File: src/rtl/vm1_prefetch.sv
// Instruction prefetch queue for the 1801VM1 core.
// Fetches sequential even-address words into a small circular buffer and
// presents the head word with its post-fetch PC to the decoder. A PC load
// flushes the queue. A bus transfer that is already in flight cannot be
// aborted, so it is drained and its data is dropped.
module vm1_prefetch #(
   parameter int          DEPTH    = 2,
   parameter logic [15:0] RESET_PC = 16'o000000
) (
   input  logic        clk,
   input  logic        reset_n,
   input  logic        ce,
   output logic        bus_req,
   output logic [15:0] bus_addr,
   input  logic        bus_ack,
   input  logic        bus_err,
   input  logic [15:0] bus_rdata,
   input  logic        pc_load,
   input  logic [15:0] pc_new,
   input  logic        q_take,
   output logic        q_valid,
   output logic [15:0] q_word,
   output logic [15:0] q_pc,
   output logic        fetch_err
);

   localparam int PW = (DEPTH > 2) ? 2 : 1;
   localparam int CW = $clog2(DEPTH + 1);
   localparam logic [CW-1:0] DEPTH_C = CW'(DEPTH);
   localparam logic [CW-1:0] ONE_C   = CW'(1);
   localparam logic [PW-1:0] LAST_C  = PW'(DEPTH - 1);
   localparam logic [PW-1:0] PONE_C  = PW'(1);

   typedef enum logic [1:0] {IDLE, REQ, DISCARD} state_t;

   state_t          state_reg, state_next;
   logic            bus_req_reg, bus_req_next;
   logic [15:0]     bus_addr_reg, bus_addr_next;
   logic [15:0]     fa_reg, fa_next;
   logic [CW-1:0]   count_reg, count_next;
   logic [PW-1:0]   head_reg, head_next;
   logic [PW-1:0]   tail_reg, tail_next;
   logic            fetch_err_reg, fetch_err_next;
   logic [CW-1:0]   count_pop;
   logic            push, pop;
   logic [15:0]     fa_inc;

   logic [15:0] word_mem [DEPTH];
   logic [15:0] pc_mem   [DEPTH];

   function automatic logic [PW-1:0] ptr_inc(input logic [PW-1:0] p);
      return (p == LAST_C) ? '0 : p + PONE_C;
   endfunction

   // Next fetch address; the 16-bit add wraps 177776 around to 0.
   assign fa_inc = fa_reg + 16'd2;

   // Next-state logic: fetch sequencing, queue bookkeeping and redirect.
   always_comb begin
      state_next     = state_reg;
      bus_req_next   = bus_req_reg;
      bus_addr_next  = bus_addr_reg;
      fa_next        = fa_reg;
      count_next     = count_reg;
      head_next      = head_reg;
      tail_next      = tail_reg;
      fetch_err_next = fetch_err_reg;
      push           = 1'b0;
      pop            = 1'b0;
      count_pop      = count_reg;
      if (ce) begin
         pop = q_take && (count_reg != '0) && !pc_load;
         if (pop) count_pop = count_reg - ONE_C;
         unique case (state_reg)
            IDLE: begin
               if ((count_reg < DEPTH_C) && !fetch_err_reg && !pc_load) begin
                  state_next    = REQ;
                  bus_req_next  = 1'b1;
                  bus_addr_next = fa_reg;
               end
            end
            REQ: begin
               if (bus_ack) begin
                  bus_req_next = 1'b0;
                  state_next   = IDLE;
                  if (!pc_load) begin
                     if (bus_err) begin
                        fetch_err_next = 1'b1;
                     end else begin
                        push    = 1'b1;
                        fa_next = fa_inc;
                        // Chain straight into the next fetch while room remains.
                        if ((count_pop + ONE_C) < DEPTH_C) begin
                           state_next    = REQ;
                           bus_req_next  = 1'b1;
                           bus_addr_next = fa_inc;
                        end
                     end
                  end
               end else if (pc_load) begin
                  state_next = DISCARD;
               end
            end
            DISCARD: begin
               if (bus_ack) begin
                  bus_req_next = 1'b0;
                  state_next   = IDLE;
               end
            end
            default: state_next = IDLE;
         endcase
         count_next = push ? (count_pop + ONE_C) : count_pop;
         if (pop)  head_next = ptr_inc(head_reg);
         if (push) tail_next = ptr_inc(tail_reg);
         if (pc_load) begin
            count_next     = '0;
            head_next      = '0;
            tail_next      = '0;
            fa_next        = {pc_new[15:1], 1'b0};
            fetch_err_next = pc_new[0];
         end
      end
   end

   // Control registers with asynchronous reset.
   always_ff @(posedge clk or negedge reset_n) begin
      if (!reset_n) begin
         state_reg     <= IDLE;
         bus_req_reg   <= 1'b0;
         bus_addr_reg  <= RESET_PC;
         fa_reg        <= RESET_PC;
         count_reg     <= '0;
         head_reg      <= '0;
         tail_reg      <= '0;
         fetch_err_reg <= 1'b0;
      end else begin
         state_reg     <= state_next;
         bus_req_reg   <= bus_req_next;
         bus_addr_reg  <= bus_addr_next;
         fa_reg        <= fa_next;
         count_reg     <= count_next;
         head_reg      <= head_next;
         tail_reg      <= tail_next;
         fetch_err_reg <= fetch_err_next;
      end
   end

   // Queue storage: word and its post-fetch PC, written at the tail.
   always_ff @(posedge clk) begin
      if (push) begin
         word_mem[tail_reg] <= bus_rdata;
         pc_mem[tail_reg]   <= fa_inc;
      end
   end

   assign bus_req   = bus_req_reg;
   assign bus_addr  = bus_addr_reg;
   assign fetch_err = fetch_err_reg;
   assign q_valid   = (count_reg != '0);
   // Head is forced to zero when empty so stale storage never leaks out.
   assign q_word    = q_valid ? word_mem[head_reg] : 16'h0000;
   assign q_pc      = q_valid ? pc_mem[head_reg]   : 16'h0000;

endmodule

File: config.mk
export PLATFORM = sky130hd
export DESIGN_NAME = vm1_prefetch
export DESIGN_NICKNAME = d
export VERILOG_FILES = /design/src/rtl/vm1_prefetch.sv
export SDC_FILE = /design/constraint.sdc
export NUM_CORES = 1
export LEC_CHECK = 0
export CAP_MARGIN = 0
export CORE_ASPECT_RATIO = 0.9
export CORE_UTILIZATION = 29
export DETAILED_ROUTE_END_ITERATION = 10
export PLACE_DENSITY = 0.53
export SETUP_SLACK_MARGIN = 0.3
export SLEW_MARGIN = 15
export SYNTH_ARGS = -nofsm -noshare
export SYNTH_HDL_FRONTEND = slang
export SYNTH_SLANG_ARGS = --single-unit
File: constraint.sdc
create_clock -name clk -period 2.55 [get_ports clk]
set_input_delay 0.255 -clock clk [delete_from_list [all_inputs] [get_ports clk]]
set_output_delay 0.255 -clock clk [all_outputs]
set_load 0.01 [all_outputs]
# Yosys cells after proc, flatten, opt, wreduce, memory -nomap -nowiden

Memory sizes are Yosys's and may differ from the RTL's.
Index checks and enable logic that the tools add are counted.

Equality and inequality tests: 10
Multiplexer cells: 49
Reduce and logical (&&, ||, !) cells: 22
$add $sub $neg: 5
Order comparisons: 2

Operators by type and width:

| operator                                         | number |
|---|---|
| two-way mux 16 bit                               | 11 |
| one-hot mux 16 bit (2 select lines)              | 1 |
| two-way mux 1 bit                                | 27 |
| adder 16 x 2 -> 16 bit, second input constant    | 1 |
| two-way mux 2 bit                                | 8 |
| nonzero test 2 bit                               | 7 |
| != test 2 bit, second input constant             | 6 |
| AND reduction 4 bit                              | 3 |
| AND reduction 7 bit                              | 1 |
| one-hot mux 2 bit (3 select lines)               | 1 |
| AND reduction 5 bit                              | 1 |
| logical AND 1 bit                                | 4 |
| < comparator 2 bit, second input constant        | 2 |
| AND reduction 2 bit                              | 2 |
| != test 3 bit, second input constant             | 1 |
| one-hot mux 1 bit (3 select lines)               | 1 |
| nonzero test 3 bit                               | 1 |
| adder 1 bit, second input constant               | 2 |
| adder 2 x 1 -> 2 bit, second input constant      | 1 |
| == test 2 x 1 -> 1 bit, second input constant    | 1 |
| == test 2 bit, second input constant             | 1 |
| zero test 1 bit                                  | 2 |
| zero test 2 bit                                  | 1 |
| != test 2 x 1 -> 1 bit, second input constant    | 1 |
| subtractor 2 x 1 -> 2 bit, second input constant | 1 |

Memories kept: 2
Flip-flop bits (word level): 40
Output and inout port bits: 51
Bits of input ports: 39
Word-level logic and storage cells: 98
Memory bits (writable): 64

Memories:

| name     | depth | bits a word | rd ports | clocked after memory_dff | write ports | line | RTL |
|---|---|---|---|---|---|---|---|
| pc_mem   | 2     | 16          | 1        | 0                        | 1           | 49   | `logic [15:0] pc_mem [DEPTH];` |
| word_mem | 2     | 16          | 1        | 0                        | 1           | 48   | `logic [15:0] word_mem [DEPTH];` |

# Depth between registers and ports, before layout

Gate-level depths: netlist (run 1).

Depth after elaboration: 12
Depth in mapped cells: 10
Gate-level depth less buffers: 7

# Least setup slack after synthesis (run 1)

No wires, ideal clock.

Path kind: reg2reg
Start: reg count_reg[0]
End: reg bus_addr_reg[10], in the netlist bus_addr[10]
Buffers on the path: 3
Data required time: 2.425 ns
Stages on the path, launching flop included: 11
Setup slack: 0.253 ns
Period minus slack after synthesis: 2.297 ns
Data arrival time: 2.173 ns
Library setup time: 0.125 ns
Cells stage by stage: dfrtp_1 > inv_1 > ha_1 > buf_6 > nor3b_4 > mux2i_1 > xnor2_1 > a32o_1 > buf_6 > buf_6 > mux2_2

Cells in the longest elaborated chain, start to end: 9
Elaborated cells between the ends (all ways): 14
Those cells by class: add/sub (2); order compare (2); eq/ne (2); mux (2); reduce/logical (6)

RTL lines:

| what                                                                              | line | RTL |
|---|---|---|
| start: declaration                                                                | 40   | `logic [CW-1:0] count_reg, count_next;` |
| start signal: assignment                                                          | 141  | `count_reg <= count_next;` |
| parallel branches: the longest is 8 deep, another holds subtractor 2 x 1 -> 2 bit | n/a  |  |
| AND reduction 7 bit (no line) (*)                                                 | n/a  |  |
| end signal: assignment                                                            | 139  | `bus_addr_reg <= bus_addr_next;` |
| end: declaration                                                                  | 38   | `logic [15:0] bus_addr_reg, bus_addr_next;` |

Every way passes the cells marked *. The select of a mux whose other input is x is not followed.
A chain may end at the register's enable or synchronous reset.

# Worst setup path after layout (run 1)

Same ends and word-level chain as after synthesis.

==> results.sh, run 1 <==
export IMPL_post_route_util_pct=38.9
export IMPL_path_clk_slew_ns=0.07
export IMPL_dr_wl_met3_um=666
export IMPL_dp_slack_ns=0.220
export IMPL_rr_endpoint="bus_addr[10]$_DFFE_PN0P_"
export IMPL_top_layer="met4"
export IMPL_reg2reg_from="count_reg[0]$_DFFE_PN0P_"
export IMPL_drcViolationCount=0
export IMPL_layout_drive_gt1_share_pct=11.8
export IMPL_syn_area_um2=4810
export IMPL_drt_wirelength_per_cell_um=15.4
export IMPL_place_congestion=0.750
export IMPL_cap_violations=0
export IMPL_r2r_slack_ns=0.37
export IMPL_route_met2_wl_um=4960
export IMPL_synth_edff_count=62
export IMPL_grt_max_degree=54
export IMPL_crit_path_start_kind="flop"
export IMPL_hold_viol=0
export IMPL_p_leak_uw=0.00265
export IMPL_cts_tree="yes"
export IMPL_ctsHoldBuffers=0
export IMPL_num_vias=3261
export IMPL_p_total_uw=5730
export IMPL_min_path_type="primary input to asynchronous set/reset pin"
export IMPL_fmaxAchievable_ghz=0.459
export IMPL_critical_path_class="flop to flop"
export IMPL_peakVddDrop_uv=512
export IMPL_antenna_found_initial=0
export IMPL_min_period_over_period_pct=85.4
export IMPL_critPathLaunch="count_reg[0]$_DFFE_PN0P_"
export IMPL_hpwl_um=7300
export IMPL_synthToLayoutAreaGrowth_pct=30.8
export IMPL_grt_pass1_vias=3303
export IMPL_synthArstFlopShare_pct=38.0
export IMPL_drt_iter0_drc=176
export IMPL_end_kind="flop"
export IMPL_path_max_fanout=16
export IMPL_ff2ff_path_depth=8
export IMPL_fin_crit_ns=2.18
export IMPL_synthDistinctLibCells=49
export IMPL_first_pass_iters=4
export IMPL_drtAntennaViolNets=0
export IMPL_final_nets=528
export IMPL_viasPerCell=4.67
export IMPL_die_area_um2=17100
export IMPL_cts_num_sinks=100
export IMPL_core_area_um2=16200
export IMPL_clock_path_buffers=2
export IMPL_largest_register="word_mem"
export IMPL_grt_pass1_wl_um=17000
export IMPL_htreeDepth=3
export IMPL_skew_ns=0.00965
export IMPL_slew_violations=0
export IMPL_start_util_pct=29.7
export IMPL_port_buffers=87
export IMPL_wl_met1_um=4980
export IMPL_setup_slack_ns=0.373
export IMPL_worstMarginPinSlew_ns=0.929
export IMPL_rows=44
export IMPL_synthCells=407
export IMPL_wirelength_um=10800
export IMPL_status="finished, final reports clean"
export IMPL_clk_insertion_delay_late_ns=0.34
export IMPL_synth_main_ff_cell="edfxtp_1"
export IMPL_power_density_nw_per_um2=912
export IMPL_finalSetupViolations=0
export IMPL_tns_ns=0
export IMPL_cp_required_ns=2.78
export IMPL_hold_slack_ns=0.0461
export IMPL_cts_root_buf="clkbuf_16"
export IMPL_ys_warn_count=0
export IMPL_syn_area_per_cell_um2=11.8
export IMPL_io_pins=90
export IMPL_arrival_ns=2.40
export IMPL_rsz0062_at_grt="yes"
export IMPL_die_height_um=124
export IMPL_die_width_um=138
export IMPL_cts_buffers=9
export IMPL_largest_reg_flops=32
export IMPL_largestRegisters="word_mem (32), pc_mem (30)"
export IMPL_globalRoute_totalOverflow=0
export IMPL_ys_seq_area_share_pct=58.5
export IMPL_grt_usage_pct=13.5
export IMPL_slew_headroom_pct=38.1
export IMPL_synth_seq_cells=100
export IMPL_antennaDiodeCount=0
power by group:
part / switching (µW) / total (µW) / internal (µW)
sequential: 249 / 2240 / 1990
combinational: 1060 / 2280 / 1220
clock: 560 / 1210 / 651
per-stage QoR:
stage	cells	cell area, µm²
2_1_floorplan	408	4820
3_3_place_gp	678	5900
3_5_place_dp	678	5900
4_1_cts	698	6210
5_1_grt	699	6290
6_report	699	6290
area by class of cell:
type | count | area [µm²]
fill | 1541 | 9890
sequential | 100 | 2820
multi-input combinational | 267 | 1820
timing repair buffer | 103 | 1120
tap | 207 | 259
clock buffer | 10 | 229
clock inverter | 6 | 31.3
inverter | 6 | 22.5
repair_timing:
item                       in CTS  in global routing
pin swaps                       1                  1
resized for setup               3                 27
buffers inserted                4                  1
setup endpoints to repair      47                 47
Yosys cell counts (all sizes together) (5+ instances only):
master,n,area share [%]
and3,7,0.91
o21ai,24,2.5
inv,6,0.47
xor2,12,2.2
buf,14,1.9
nor2b,5,0.65
a21oi,9,0.94
nand4,5,0.65
dfrtp,38,20
mux2,15,3.6
mux2i,34,7.1
clkbuf,21,1.7
nand3,8,1.3
nand2,28,2.2
nor3,8,0.83
edfxtp,62,39
nor2,50,3.9
a22oi,8,1.2
xnor2,17,3.1
cells in the final DEF, fill, tap and decap left out, drive strengths merged, types with 8 or more instances in the layout:
| cell | instances |
|---|---|
| a21oi | 9 |
| a22oi | 8 |
| buf | 18 |
| clkbuf | 10 |
| clkdlybuf4s50 | 59 |
| dfrtp | 38 |
| dlymetal6s2s | 26 |
| edfxtp | 62 |
| mux2 | 15 |
| mux2i | 34 |
| nand2 | 28 |
| nand3 | 8 |
| nor2 | 50 |
| nor3 | 8 |
| o21ai | 24 |
| xnor2 | 17 |
| xor2 | 12 |
worst max path at each step:
stage	endpoint	slack, ns	cells after the start
after detailed placement	bus_addr[12]$_DFFE_PN0P_	0.22	7
after CTS	bus_addr[12]$_DFFE_PN0P_	0.31	8
after global placement	bus_addr[12]$_DFFE_PN0P_	0.23	7
after floorplan	bus_addr[10]$_DFFE_PN0P_	0.30	10
final	bus_addr[10]$_DFFE_PN0P_	0.37	8
after global routing	bus_addr[10]$_DFFE_PN0P_	0.24	8
critical path, cell delays in order, from the launching register on:
cell and delay (ns):
dfrtp_1 0.41, inv_2 0.10, ha_4 0.18, nor3b_4 0.22, mux2i_1 0.25, xnor2_1 0.17
a32o_2 0.23, buf_12 0.15, mux2_2 0.34
metal layers:
metal | track usage (%) | vias up
li1 | - | 1604
met1 | 17.5 | 1555
met2 | 21.4 | 89
met3 | 4.56 | 13
met4 | 3.80 | 0
met5 | 0 | -
cells by family (layout without fill, tap and decap cells):
kind of cell               count (synthesis)  in the layout  share of synthesized area [%]
and+or+nand+nor                          125            125                           13.1
DFF                                      100            100                           58.5
AOI/OAI and AO/OA                         60             60                           7.75
muxes                                     49             49                           10.7
buffers and inverters                     41            125                           4.08
xor gates and xnor gates                  29             29                           5.28
adders and majority gates                  2              2                          0.520
other                                      1              2                         0.0780
(Power assumes the default switching activity.)
==> run 2, diff against run 1 <==
Settings changed: PLACE_DENSITY 0.53 to 0.55.
Clock period 2.55 ns to 1.83 ns, I/O delays scaled along.
==> run 2 against run 1 <==
Flip-flop and latch count did not move; the run now ends with setup timing left; via count rose by 15%; count of clock-buffer cells in the layout rose by 1; hold slack improved by 0.23 ns; critical endpoint is now bus_addr[4]$_DFFE_PN0P_; highest routed layer unchanged; critical path type unchanged; total power rose by 67%; first-iteration DRC count fell by 1.7%.
==> results.sh, run 2 (same netlist as run 1, synthesis figures left out) <==
export IMPL_min_path_type="primary input to flop"
export IMPL_largest_reg_flops=32
export IMPL_peakVddDrop_uv=684
export IMPL_p_leak_uw=0.00306
export IMPL_critPathLaunch="count_reg[1]$_DFFE_PN0P_"
export IMPL_reg2reg_from="count_reg[1]$_DFFE_PN0P_"
export IMPL_violations="setup timing"
export IMPL_power_density_nw_per_um2=1240
export IMPL_first_pass_iters=4
export IMPL_dp_cells=720
export IMPL_hold_viol=0
export IMPL_r2r_slack_ns=-0.28
export IMPL_hpwl_um=7950
export IMPL_port_buffers=87
export IMPL_fmaxAchievable_ghz=0.473
export IMPL_cts_buffers=9
export IMPL_drcViolationCount=0
export IMPL_endpoint="bus_addr[4]$_DFFE_PN0P_"
export IMPL_arrival_ns=2.35
export IMPL_critical_path_class="flop to flop"
export IMPL_fin_crit_ns=2.11
export IMPL_die_width_um=138
export IMPL_cp_required_ns=2.07
export IMPL_grt_pass1_wl_um=18500
export IMPL_antennaDiodeCount=0
export IMPL_p_switching_uw=3230
export IMPL_die_height_um=124
export IMPL_min_path_cells=3
export IMPL_clk_insertion_delay_late_ns=0.35
export IMPL_place_congestion=0.770
export IMPL_globalRoute_totalOverflow=0
export IMPL_min_period_over_period_pct=115
export IMPL_final_cell_mix="buf_4, edfxtp_1, clkdlybuf4s50_1, dfrtp_1, buf_6"
export IMPL_skew_ns=0.00549
export IMPL_drtAntennaViolNets=0
export IMPL_finalSetupViolations=18
export IMPL_combPwrFrac_pct=50.0
export IMPL_p_int_uw=6360
export IMPL_clock_path_buffers=2
export IMPL_final_cells=802
export IMPL_drt_wirelength_per_cell_um=16.3
export IMPL_post_route_util_pct=47.7
export IMPL_wirelength_um=13100
export IMPL_io_pins=90
export IMPL_rows=44
export IMPL_num_vias=3742
export IMPL_start_util_pct=29.7
export IMPL_cts_num_sinks=100
export IMPL_core_area_um2=16200
export IMPL_path_max_fanout=16
export IMPL_htreeDepth=3
export IMPL_ff2ff_path_depth=8
export IMPL_drt_iter0_drc=173
export IMPL_slew_headroom_pct=61.9
export IMPL_largest_register="word_mem"
export IMPL_largestRegisters="word_mem (32), pc_mem (30)"
export IMPL_p_clk_share_pct=18.4
export IMPL_worstMarginPinSlew_ns=0.572
export IMPL_path_clk_slew_ns=0.07
export IMPL_setup_slack_ns=-0.282
export IMPL_rsz0062_at_grt="yes"
export IMPL_end_kind="flop"
export IMPL_grt_pass1_vias=3620
export IMPL_status="complete, but fails checks"
export IMPL_antenna_found_initial=0
export IMPL_grt_max_degree=33
export IMPL_p_seq_share_pct=31.6
export IMPL_p_total_uw=9590
export IMPL_layout_commonest_cell="buf_4"
export IMPL_crit_path_start_kind="flop"
export IMPL_cts_root_buf="clkbuf_16"
export IMPL_synthToLayoutAreaGrowth_pct=60.7
export IMPL_grt_usage_pct=14.7
export IMPL_tns_ns=-3.97
export IMPL_rr_endpoint="bus_addr[4]$_DFFE_PN0P_"
export IMPL_die_area_um2=17100
export IMPL_swShare_pct=33.7
export IMPL_cts_tree="yes"
export IMPL_viasPerCell=4.67
export IMPL_slew_violations=0
export IMPL_layout_drive_gt1_share_pct=44.9
export IMPL_cap_violations=0
export IMPL_final_nets=631
## run 2: changes by cell type in the layout (fill, tap and decap cells not counted), moves of 6 or more
| cell | delta |
|---|---|
| nor2_2 | +15 |
| mux2_2 | -13 |
| clkdlybuf4s50_1 | -8 |
| clkbuf_16 | +6 |
| o21ai_2 | +15 |
| nor2_1 | -20 |
| dlymetal6s2s_1 | -23 |
| mux2_4 | +13 |
| o21ai_0 | -21 |
| buf_6 | +33 |
| buf_2 | +26 |
| buf_4 | +58 |
## run 2: through the flow
stage / worst slack, ns / instance area, µm² / hold slack [ns]
final: -0.282 / 7720 / 0.278
after global routing: -0.367 / 7720 / 0.294
after CTS: -0.284 / 7120 / 0.262
after detailed placement: -0.382 / 6300 / 0.222
after global placement: -0.360 / 6300 / 0.213
after floorplan: -0.397 / 4910 / -0.113
## run 2: metal layers
| layer | GRT usage, % | share of wire [%] | vias up |
|---|---|---|---|
| met1 | 19.2 | 45 | 1808 |
| met3 | 4.40 | 5.7 | 16 |
| met5 | 0 | 0 | - |
| met4 | 5.71 | 1.7 | 0 |
| met2 | 22.8 | 48 | 94 |
| li1 | - | - | 1824 |
## run 2: worst max-delay path: stages (launching register included)
cell and delay [ns]:
dfrtp_1 0.37, inv_2 0.06, ha_4 0.18, nor3b_4 0.20, mux2i_1 0.24, xnor2_1 0.18, a32o_2 0.24, buf_12 0.17
mux2_2 0.34
## run 2: power by group through the flow
| stage | combinational (µW) | clock (µW) | sequential [µW] |
|---|---|---|---|
| after floorplan | 1880 | 0 | 3060 |
| after CTS | 3880 | 1820 | 3010 |
| after global routing | 5130 | 1900 | 3080 |
| final | 4800 | 1760 | 3030 |
| after detailed placement | 3590 | 0 | 3040 |
| after global placement | 3540 | 0 | 3040 |
## run 2: how the worst min path moves through the flow
stage               startpoint                       end  slack, ns
CTS                    pc_load  count_reg[0]$_DFFE_PN0P_       0.26
global placement       reset_n    fa_reg[10]$_DFFE_PN0P_       0.21
detailed placement     reset_n     fa_reg[7]$_DFFE_PN0P_       0.22
global route           pc_load  count_reg[0]$_DFFE_PN0P_       0.29
finish                 pc_load  count_reg[0]$_DFFE_PN0P_       0.28
floorplan              reset_n  bus_addr[10]$_DFFE_PN0P_      -0.11
## run 2: area by class of cell
cell class,instances,area [µm²]
Fill cell,1463,8460
Sequential cell,100,2820
Multi-Input combinational cell,267,2280
Timing Repair Buffer,206,2070
Tap cell,207,259
Clock buffer,11,233
Clock inverter,5,37.5
Inverter,6,22.5
## run 2: repair_timing
action | 4_1_cts | 5_1_grt
gates cloned | 4 | 8
setup buffers | 21 | 32
hold buffers | 1 | 0
hold endpoints to repair | 20 | 0
pin swaps | 32 | 28
gates resized for setup | 77 | 184
endpoints found under the setup margin | 145 | 150
